--- config.mk ---
export PLATFORM = sky130hd
export DESIGN_NAME = range_window_sched
export DESIGN_NICKNAME = d
export VERILOG_FILES = /design/src/rtl/range_pkg.sv /design/src/rtl/range_result_slot.sv /design/src/rtl/range_window_sched.sv
export SDC_FILE = /design/constraint.sdc
export NUM_CORES = 1
export LEC_CHECK = 0
export CAP_MARGIN = 20
export CORE_MARGIN = 1.5
export CORE_UTILIZATION = 36
export DETAILED_ROUTE_END_ITERATION = 6
export PLACE_DENSITY = 0.79
export SLEW_MARGIN = 10
export SYNTH_ARGS = -nofsm -noshare
export SYNTH_HDL_FRONTEND = slang
export SYNTH_SLANG_ARGS = --single-unit
--- constraint.sdc ---
create_clock -name clock -period 1.8 [get_ports clock]
set_input_delay 0.18 -clock clock [delete_from_list [all_inputs] [get_ports clock]]
set_output_delay 0.18 -clock clock [all_outputs]
set_load 0.05 [all_outputs]
--- src/rtl/range_pkg.sv ---
//------------------------------------------------------------------------------
// Module  : range_pkg
// Brief   : Shared state encoding and window-size legality check for the
//           RangeFinder window scheduler.
// Revision: 1.0
//------------------------------------------------------------------------------
`default_nettype none

package range_pkg;

  typedef enum logic [2:0] {
    RS_IDLE  = 3'd0,
    RS_FILL  = 3'd1,
    RS_ABORT = 3'd2,
    RS_DRAIN = 3'd3,
    RS_FAULT = 3'd4
  } rs_state_t;

  localparam int c_win_min = 2;
  localparam int c_win_max = 255;

  // A one-sample window would need go and finish together, which the RangeFinder rejects.
  function automatic bit win_legal(input int win);
    return (win >= c_win_min) && (win <= c_win_max);
  endfunction

endpackage

`default_nettype wire

--- src/rtl/range_result_slot.sv ---
//------------------------------------------------------------------------------
// Module  : range_result_slot
// Brief   : One-entry valid/ready result register; data holds after a pop.
// Revision: 1.0
//------------------------------------------------------------------------------
`default_nettype none

module range_result_slot #(
  parameter int WIDTH = 8
) (
  input  logic             clock,
  input  logic             reset,
  input  logic             load,
  input  logic [WIDTH-1:0] load_data,
  input  logic             pop,
  output logic [WIDTH-1:0] data,
  output logic             valid
);

  logic [WIDTH-1:0] r_data;
  logic             r_valid;

  always_ff @(posedge clock or posedge reset) begin
    if (reset) begin
      r_data  <= '0;
      r_valid <= 1'b0;
    end else if (load) begin
      r_data  <= load_data;
      r_valid <= 1'b1;
    end else if (pop && r_valid) begin
      r_valid <= 1'b0;
    end
  end

  assign data  = r_data;
  assign valid = r_valid;

endmodule

`default_nettype wire

--- src/rtl/range_window_sched.sv ---
//------------------------------------------------------------------------------
// Module  : range_window_sched
// Brief   : Sequences one RangeFinder over fixed WIN-sample windows and stores
//           each window's range in a one-entry result slot.
//           Optional RANGE_SCHED_STATS_EN adds win_count / drop_count outputs.
// Revision: 1.0
//------------------------------------------------------------------------------
`default_nettype none

module range_window_sched
  import range_pkg::*;
#(
  parameter int WIDTH = 8,
  parameter int WIN   = 4
) (
  input  logic             clock,
  input  logic             reset,
  input  logic [WIDTH-1:0] in_data,
  input  logic             in_valid,
  output logic             in_ready,
  input  logic             abort,
  output logic [WIDTH-1:0] result_data,
  output logic             result_valid,
  input  logic             result_ready,
  output logic             fault,
  output logic [WIDTH-1:0] rf_data,
  output logic             rf_go,
  output logic             rf_finish,
  input  logic [WIDTH-1:0] rf_range,
  input  logic             rf_error
`ifdef RANGE_SCHED_STATS_EN
  ,
  output logic [15:0]      win_count,
  output logic [7:0]       drop_count
`endif
);

  localparam int CNT_W = $clog2(WIN);
  localparam logic [CNT_W-1:0] c_last = CNT_W'(WIN - 1);

  if (!win_legal(WIN)) begin : g_win_check
    $error("range_window_sched: WIN must be within 2..255");
  end

  rs_state_t        r_state, w_state_next;
  logic [CNT_W-1:0] r_cnt, w_cnt_next;
  logic [WIDTH-1:0] r_held, w_held_next;
  logic             r_discard, w_discard_next;
  logic             w_ready, w_go, w_fin, w_load, w_drain;
  logic [WIDTH-1:0] w_data;
  logic             w_slot_valid;

  always_ff @(posedge clock or posedge reset) begin
    if (reset) begin
      r_state   <= RS_IDLE;
      r_cnt     <= '0;
      r_held    <= '0;
      r_discard <= 1'b0;
    end else begin
      r_state   <= w_state_next;
      r_cnt     <= w_cnt_next;
      r_held    <= w_held_next;
      r_discard <= w_discard_next;
    end
  end

  always_comb begin
    w_state_next   = r_state;
    w_cnt_next     = r_cnt;
    w_held_next    = r_held;
    w_discard_next = r_discard;
    w_ready        = 1'b0;
    w_go           = 1'b0;
    w_fin          = 1'b0;
    w_load         = 1'b0;
    w_drain        = 1'b0;
    w_data         = r_held;

    case (r_state)
      RS_IDLE: begin
        // A new window only starts once its result has somewhere to go.
        w_ready = !w_slot_valid || result_ready;
        if (in_valid && w_ready) begin
          w_go         = 1'b1;
          w_data       = in_data;
          w_held_next  = in_data;
          w_cnt_next   = CNT_W'(1);
          w_state_next = RS_FILL;
        end
      end
      RS_FILL: begin
        if (abort) begin
          w_discard_next = 1'b1;
          w_state_next   = RS_ABORT;
        end else begin
          w_ready = 1'b1;
          if (in_valid) begin
            w_data      = in_data;
            w_held_next = in_data;
            if (r_cnt == c_last) begin
              w_fin        = 1'b1;
              w_state_next = RS_DRAIN;
            end else begin
              w_cnt_next = r_cnt + 1'b1;
            end
          end
        end
      end
      RS_ABORT: begin
        // Finishing on the held sample closes the window without moving min/max.
        w_fin        = 1'b1;
        w_state_next = RS_DRAIN;
      end
      RS_DRAIN: begin
        w_drain        = 1'b1;
        w_load         = !r_discard;
        w_discard_next = 1'b0;
        w_state_next   = RS_IDLE;
      end
      RS_FAULT: begin
        w_state_next = RS_FAULT;
      end
      default: begin
        w_state_next = RS_IDLE;
      end
    endcase

    if (rf_error) begin
      w_state_next   = RS_FAULT;
      w_cnt_next     = r_cnt;
      w_held_next    = r_held;
      w_discard_next = r_discard;
      w_ready        = 1'b0;
      w_go           = 1'b0;
      w_fin          = 1'b0;
      w_load         = 1'b0;
      w_drain        = 1'b0;
      w_data         = r_held;
    end
  end

  range_result_slot #(
    .WIDTH (WIDTH)
  ) u_slot (
    .clock     (clock),
    .reset     (reset),
    .load      (w_load),
    .load_data (rf_range),
    .pop       (result_ready),
    .data      (result_data),
    .valid     (w_slot_valid)
  );

  assign result_valid = w_slot_valid;
  assign in_ready     = w_ready && !reset;
  assign rf_data      = w_data;
  assign rf_go        = w_go;
  assign rf_finish    = w_fin;
  assign fault        = (r_state == RS_FAULT);

`ifdef RANGE_SCHED_STATS_EN
  logic [15:0] r_win_count;
  logic [7:0]  r_drop_count;

  always_ff @(posedge clock or posedge reset) begin
    if (reset) begin
      r_win_count  <= '0;
      r_drop_count <= '0;
    end else if (w_drain) begin
      if (!r_discard) begin
        r_win_count <= r_win_count + 16'd1;
      end else if (r_drop_count != 8'hFF) begin
        r_drop_count <= r_drop_count + 8'd1;
      end
    end
  end

  assign win_count  = r_win_count;
  assign drop_count = r_drop_count;
`endif

endmodule

`default_nettype wire

==> flow_summary.toml, run 1 <==
[grt]
overflow = 0
grtUsageTotal_pct = 19.4
grt_start_max_net_pins = 15
antenna_found_initial = 0
grt_first_pass_wirelength_microns = 4880
grt_pass1_vias = 1063

[timing]
holdWs_ns = 0.216
rsz0062_at_grt = "yes"
max_freq_ghz = 0.459
setup_tns_ns = -3.11
fin_crit_sh_pct = 121
skew_ns = 0.0108
finalSetupViolations = 9
tightest_slew_ns = 0.503
worst_slack_ns = -0.378
finalHoldViolCount = 0
slew_headroom_pct = 66.4
slew_violations = 0
fin_crit_ns = 2.18

[logic_synthesis]
yosysMostFrequentCell = "dfrtp_1"
synth_area_leaders = "dfrtp_1 53%, mux2_4 11%, mux2_2 8.3%"
synthXorXnorAreaFrac_pct = 0
postSynthAreaPerCell_sq_um = 13.2
muxShareOfSynthArea_pct = 20.3
syn_nets = 105
synth_cell_type_count = 28
synthArstFlopShare_pct = 100
synth-compound-area-share_pct = 9.92
synth_top_area_share_pct = 53.1
synth_warnings = 0
synthAdderAreaFrac_pct = 1.15
syn_area_sq_mm = 0.00108
yosys.area_share.simple_pct = 11.3
synth-seq-cells = 23
synthCells = 82
yosysTopAreaCell = "dfrtp_1"
netlist_top_cells_count = "23 x dfrtp_1, 8 x mux2_2, 8 x mux2_4"
synth-edff-count = 0
synth_top_family_by_area = "multiplexers"
synth-main-ff-cell = "dfrtp_1"
yosysSeqAreaShare_pct = 53.1

[placement]
dp_hpwl_microns = 2160
place_inst = 165
io_buffers = 42
pre_cts_slack_ns = -0.592
gp_congestion = 0.816

[cts]
htreeDepth = 1
postCtsHoldBufs = 0
insertion_delay_ns = 0.31
clock-sinks = 23
cts_buffer_depth = 2
cts_root_buffer = "clkbuf_4"
cts.clk_slew.worst_paths_ns = 0.13
cts_buffers = 3
tritoncts = "yes"

[outcome]
outcome = "finished, violations left"
violations = "negative setup slack"

[setup_path]
cpMostUsedCell = "buf_12"
cp_data_arrival_time_ns = 2.00
crit_type = "reg -> out"
r2r_setup_slack_ns = 0.06
cp-end-kind = "output port"
r2r_end = "r_cnt[0]"
start_kind = "register"
r2r_start = "r_state[2]"
cp_slowest_cell = "dfrtp_1"
crit_path_max_incr_delay_ns = 0.40
reg2regPathDepth = 5
worstPathCellList = "or2_1 > a211oi_2 > nor2b_4 > buf_12 > mux2_4 > buf_12"
critPathMaxFanout = 9
cp.required_ns = 1.62

[power_and_ir_drop]
ir_worst_vdd_mv = 0.613
leakage_nw = 0.793
finalPower_mw = 1.53
powerDensity_mw_per_mm2 = 808

[routing]
routed_via_density = 5.18
antenna_left = 0
first_pass_iters = 6
drc = 0
num_vias = 885
detail_route.wirelength_microns = 2900
drt_iter0_drc = 8
wl_per_cell_microns = 16.9

[die]
core_region_area_sq_mm = 0.00281
pin_count = 43
die_w_microns = 57.9
initial_core_util_pct = 38.7
design.die.area_sq_mm = 0.00335
rows = 19
dieHeight_microns = 57.9

[finish]
finalNetCount = 164
area_growth_pct = 75.1
n_antenna_cell = 0
n_fill_cell = 197
drive_gt1_share_pct = 46.4
final_cells = 171

[run]
max-cap-violations = 0

[min_path]
worstHoldPathType = "in -> async"
## flip-flops by register name, indices dropped and copies added, names as in the netlist
signal	count
u_slot.data	8
r_discard	1
r_held	8
r_cnt	2
r_state	3
u_slot.valid	1
## placed cells by master (no fill, tap or decap)
cell              n
ha_2              1
a21oi_4           1
nor3b_2           1
or3_4             1
a2111oi_2         1
or2_1             1
nor3_4            1
inv_1             4
mux2_4            8
a31oi_1           1
a2111oi_4         1
nand2b_1          2
buf_4            13
buf_12           14
o32ai_1           1
mux2i_1           1
mux2_2            8
or2_2             1
dfrtp_1          20
nor4_4            2
o21ai_1           1
buf_6             1
o21a_1            1
a211oi_2          1
clkinv_2          1
nand2b_4          2
o32a_1            1
nand2_1           5
o22a_1            2
nor2_1            4
clkdlybuf4s50_1  30
a21oi_1           1
nor2b_4           1
clkbuf_4          3
dfrtp_2           3
## timing repair
item,CTS,global route
pin swaps,2,1
resized for setup,7,5
endpoints found under the setup margin,21,11
setup buffers,2,0
## per-layer routing
layer	global-route usage (%)	vias up	routed length [microns]
li1	-	406	-
met1	21.4	443	1030
met2	35.9	28	1670
met3	4.24	8	122
met4	7.97	0	78
met5	0	-	0
## power by group
part	switching, mW	internal, mW	leakage, nW	total [mW]
clock network	0.151	0.0830	0.0177	0.234
registers	0.0369	0.585	0.286	0.622
logic	0.345	0.334	0.490	0.679
## logic make-up after synthesis
group	after synthesis
adder cells (fa/ha/maj)	1
AND/OR/NAND/NOR	21
flip-flops	23
buffers and inverters	8
multiplexers	17
AO/OA/AOI/OAI	12
## stage by stage
| stage | instance area (sq um) | utilization, % |
|---|---|---|
| after floorplan | 1110 | - |
| after global placement | 1780 | 63.5 |
| after detailed placement | 1780 | 63.5 |
| after CTS | 1880 | 67.2 |
| after global routing | 1900 | 67.7 |
| final | 1900 | 67.7 |
## worst max-delay path by stage
| stage | start | to | slack (ns) | cells past startpoint |
|---|---|---|---|---|
| after global placement | abort | rf_data[5] | -0.51 | 6 |
| after CTS | r_state[2] | rf_data[2] | -0.36 | 6 |
| final | r_state[2] | rf_data[2] | -0.38 | 6 |
| after global routing | r_state[2] | rf_data[3] | -0.48 | 6 |
| after floorplan | u_slot.valid | rf_data[0] | -0.08 | 5 |
| after detailed placement | rf_error | rf_data[2] | -0.59 | 6 |
## final cells by class
cell class / instances / area (sq um) / share of cell area (%)
Timing Repair Buffer: 58 / 689 / 36.3
Inverter: 4 / 15.0 / 0.791
Clock buffer: 3 / 22.5 / 1.19
Multi-Input combinational cell: 51 / 549 / 28.9
Tap cell: 31 / 38.8 / 2.04
Sequential cell: 23 / 579 / 30.5
Clock inverter: 1 / 5.00 / 0.264
## worst max-delay path, delay by kind of cell (launching register included)
family                 cells  cell delay, ns
buffers and inverters      2            0.30
muxes                      1            0.33
and+or+nand+nor            2            0.45
AOI/OAI and AO/OA          1            0.21
DFF                        1            0.40
Note: power is estimated with default switching activity, not from simulation.
==> run 2, diff against run 1 <==
- PLACE_DENSITY: 0.79 -> 0.76
- SLEW_MARGIN: 10 -> not set
- clock period: 1.8 -> 2.3 ns (I/O delays scaled with it)
==> flow_summary.toml, run 2 (synthesis gave the netlist of run 1 again) <==
[grt]
grt_start_max_net_pins = 14
grtUsageTotal_pct = 16.2
antenna_found_initial = 0
grt_pass1_vias = 864
grt_first_pass_wirelength_microns = 4120
overflow = 0

[power_and_ir_drop]
p_int_mw = 0.781
clock_power_share_pct = 15.0
pwr-share-comb_pct = 44.4
powerDensity_mw_per_mm2 = 666
p_switching_mw = 0.402
ir_worst_vdd_mv = 0.727
power_frac_seq_pct = 40.7
leakage_nw = 0.746
power_switching_share_pct = 34.0

[timing]
slew_headroom_pct = 65.2
finalHoldViolCount = 0
finalSetupViolations = 0
rsz0062_at_grt = "yes"
fin_crit_sh_pct = 99.3
holdWs_ns = 0.264
worst_slack_ns = 0.0172
tightest_slew_ns = 0.521
fin_crit_ns = 2.28
skew_ns = 0.00865
setup_tns_ns = 0
max_freq_ghz = 0.438
slew_violations = 0

[cts]
postCtsHoldBufs = 0
cts_root_buffer = "clkbuf_4"
clock-sinks = 23
tritoncts = "yes"
cts_buffer_depth = 2
insertion_delay_ns = 0.30
cts.clk_slew.worst_paths_ns = 0.12
cts_buffers = 3
htreeDepth = 1

[die]
core_region_area_sq_mm = 0.00281
pin_count = 43
rows = 19
dieHeight_microns = 57.9
die_w_microns = 57.9
initial_core_util_pct = 38.7
design.die.area_sq_mm = 0.00335

[finish]
drive_gt1_share_pct = 38.8
layout_common_cells = "30 x clkdlybuf4s50_1, 21 x dfrtp_1, 12 x buf_12, 9 x buf_4"
area_growth_pct = 63.7
n_fill_cell = 230
final_common_cell = "clkdlybuf4s50_1"
finalNetCount = 158
n_antenna_cell = 0
post-route-util_pct = 63.3

[routing]
met2_length_microns = 1240
routed.top_layer = "met4"
num_vias = 827
detail_route.wirelength_microns = 2440
routed_via_density = 5.01
antenna_left = 0
wl_met1_microns = 991
drt_iter0_drc = 14
wl_met3_microns = 171
drc = 0
wl_per_cell_microns = 14.8
first_pass_iters = 6

[placement]
gp_congestion = 0.778
dp_hpwl_microns = 1810
pre_cts_slack_ns = 0.0295
io_buffers = 42

[setup_path]
cpMostUsedCell = "buf_12"
cp_data_arrival_time_ns = 2.05
cp-end-kind = "output port"
crit_type = "reg -> out"
cp_slowest_cell = "dfrtp_1"
start_kind = "register"
worstPathCellList = "a211oi_2 > nor2b_4 > buf_12 > mux2_4 > buf_12"
crit_path_max_incr_delay_ns = 0.55
cp-startpoint = "r_state[1]"
critPathMaxFanout = 9
cp.required_ns = 2.07
r2r_start = "r_state[2]"

[min_path]
worstHoldPathType = "in -> async"

[run]
max-cap-violations = 0

[outcome]
outcome = "finished clean"
## run 2: cell count changes in the layout (fill, tap and decap cells not counted), sizes merged
cell          change
buf               -7
dlymetal6s2s      +1
## run 2: critical path, delay by kind of cell, from the launching register on
| kind | cells | cell delay (ns) |
|---|---|---|
| flip-flops | 1 | 0.55 |
| multiplexers | 1 | 0.33 |
| AO/OA/AOI/OAI | 1 | 0.32 |
| buffers and inverters | 2 | 0.30 |
| AND/OR/NAND/NOR | 1 | 0.24 |
## run 2: path summary, 6_finish.rpt
path	endpoint	slack [ns]	cells after the start
setup / recovery	rf_data[6]	0.02	5
hold / removal	u_slot.data[6]	0.26	2
setup reg to reg	r_cnt[0]	0.58	5
hold reg to reg	u_slot.data[2]	0.52	1
max in group asynchronous	r_state[2]	1.49	3
min in group clock	u_slot.data[2]	0.52	1
## run 2: timing repair
item / CTS / global route
gates resized for setup: 3 / 3
setup endpoints to repair: 8 / 9
pin swaps: 0 / 1
setup buffers: 2 / 2
## run 2: power groups by stage
stage / clock network [mW] / registers, mW / logic (mW)
floorplan: 0 / 0.515 / 0.243
global placement: 0 / 0.488 / 0.512
detailed placement: 0 / 0.490 / 0.522
CTS: 0.184 / 0.482 / 0.526
global route: 0.199 / 0.487 / 0.548
finish: 0.177 / 0.481 / 0.525
## run 2: area by class of cell
cell class	count	area [sq um]	share of cell area (%)
Clock inverter	1	5.00	0.282
Multi-Input combinational cell	51	495	27.9
Timing Repair Buffer	52	621	35.0
Clock buffer	3	22.5	1.27
Sequential cell	23	578	32.6
Inverter	4	15.0	0.846
Tap cell	31	38.8	2.18
## run 2: through the flow
step	area, sq um	total power [mW]	std cells
global placement	1690	1.00	157
global route	1780	1.23	165
floorplan	1100	0.758	82
finish	1780	1.18	165
detailed placement	1690	1.01	157
CTS	1750	1.19	163
## run 2: routing by layer
metal,vias to the layer above,track usage (%)
met5,-,0
met4,0,6.98
met3,4,3.79
met2,34,26.3
met1,393,20.7
li1,396,-
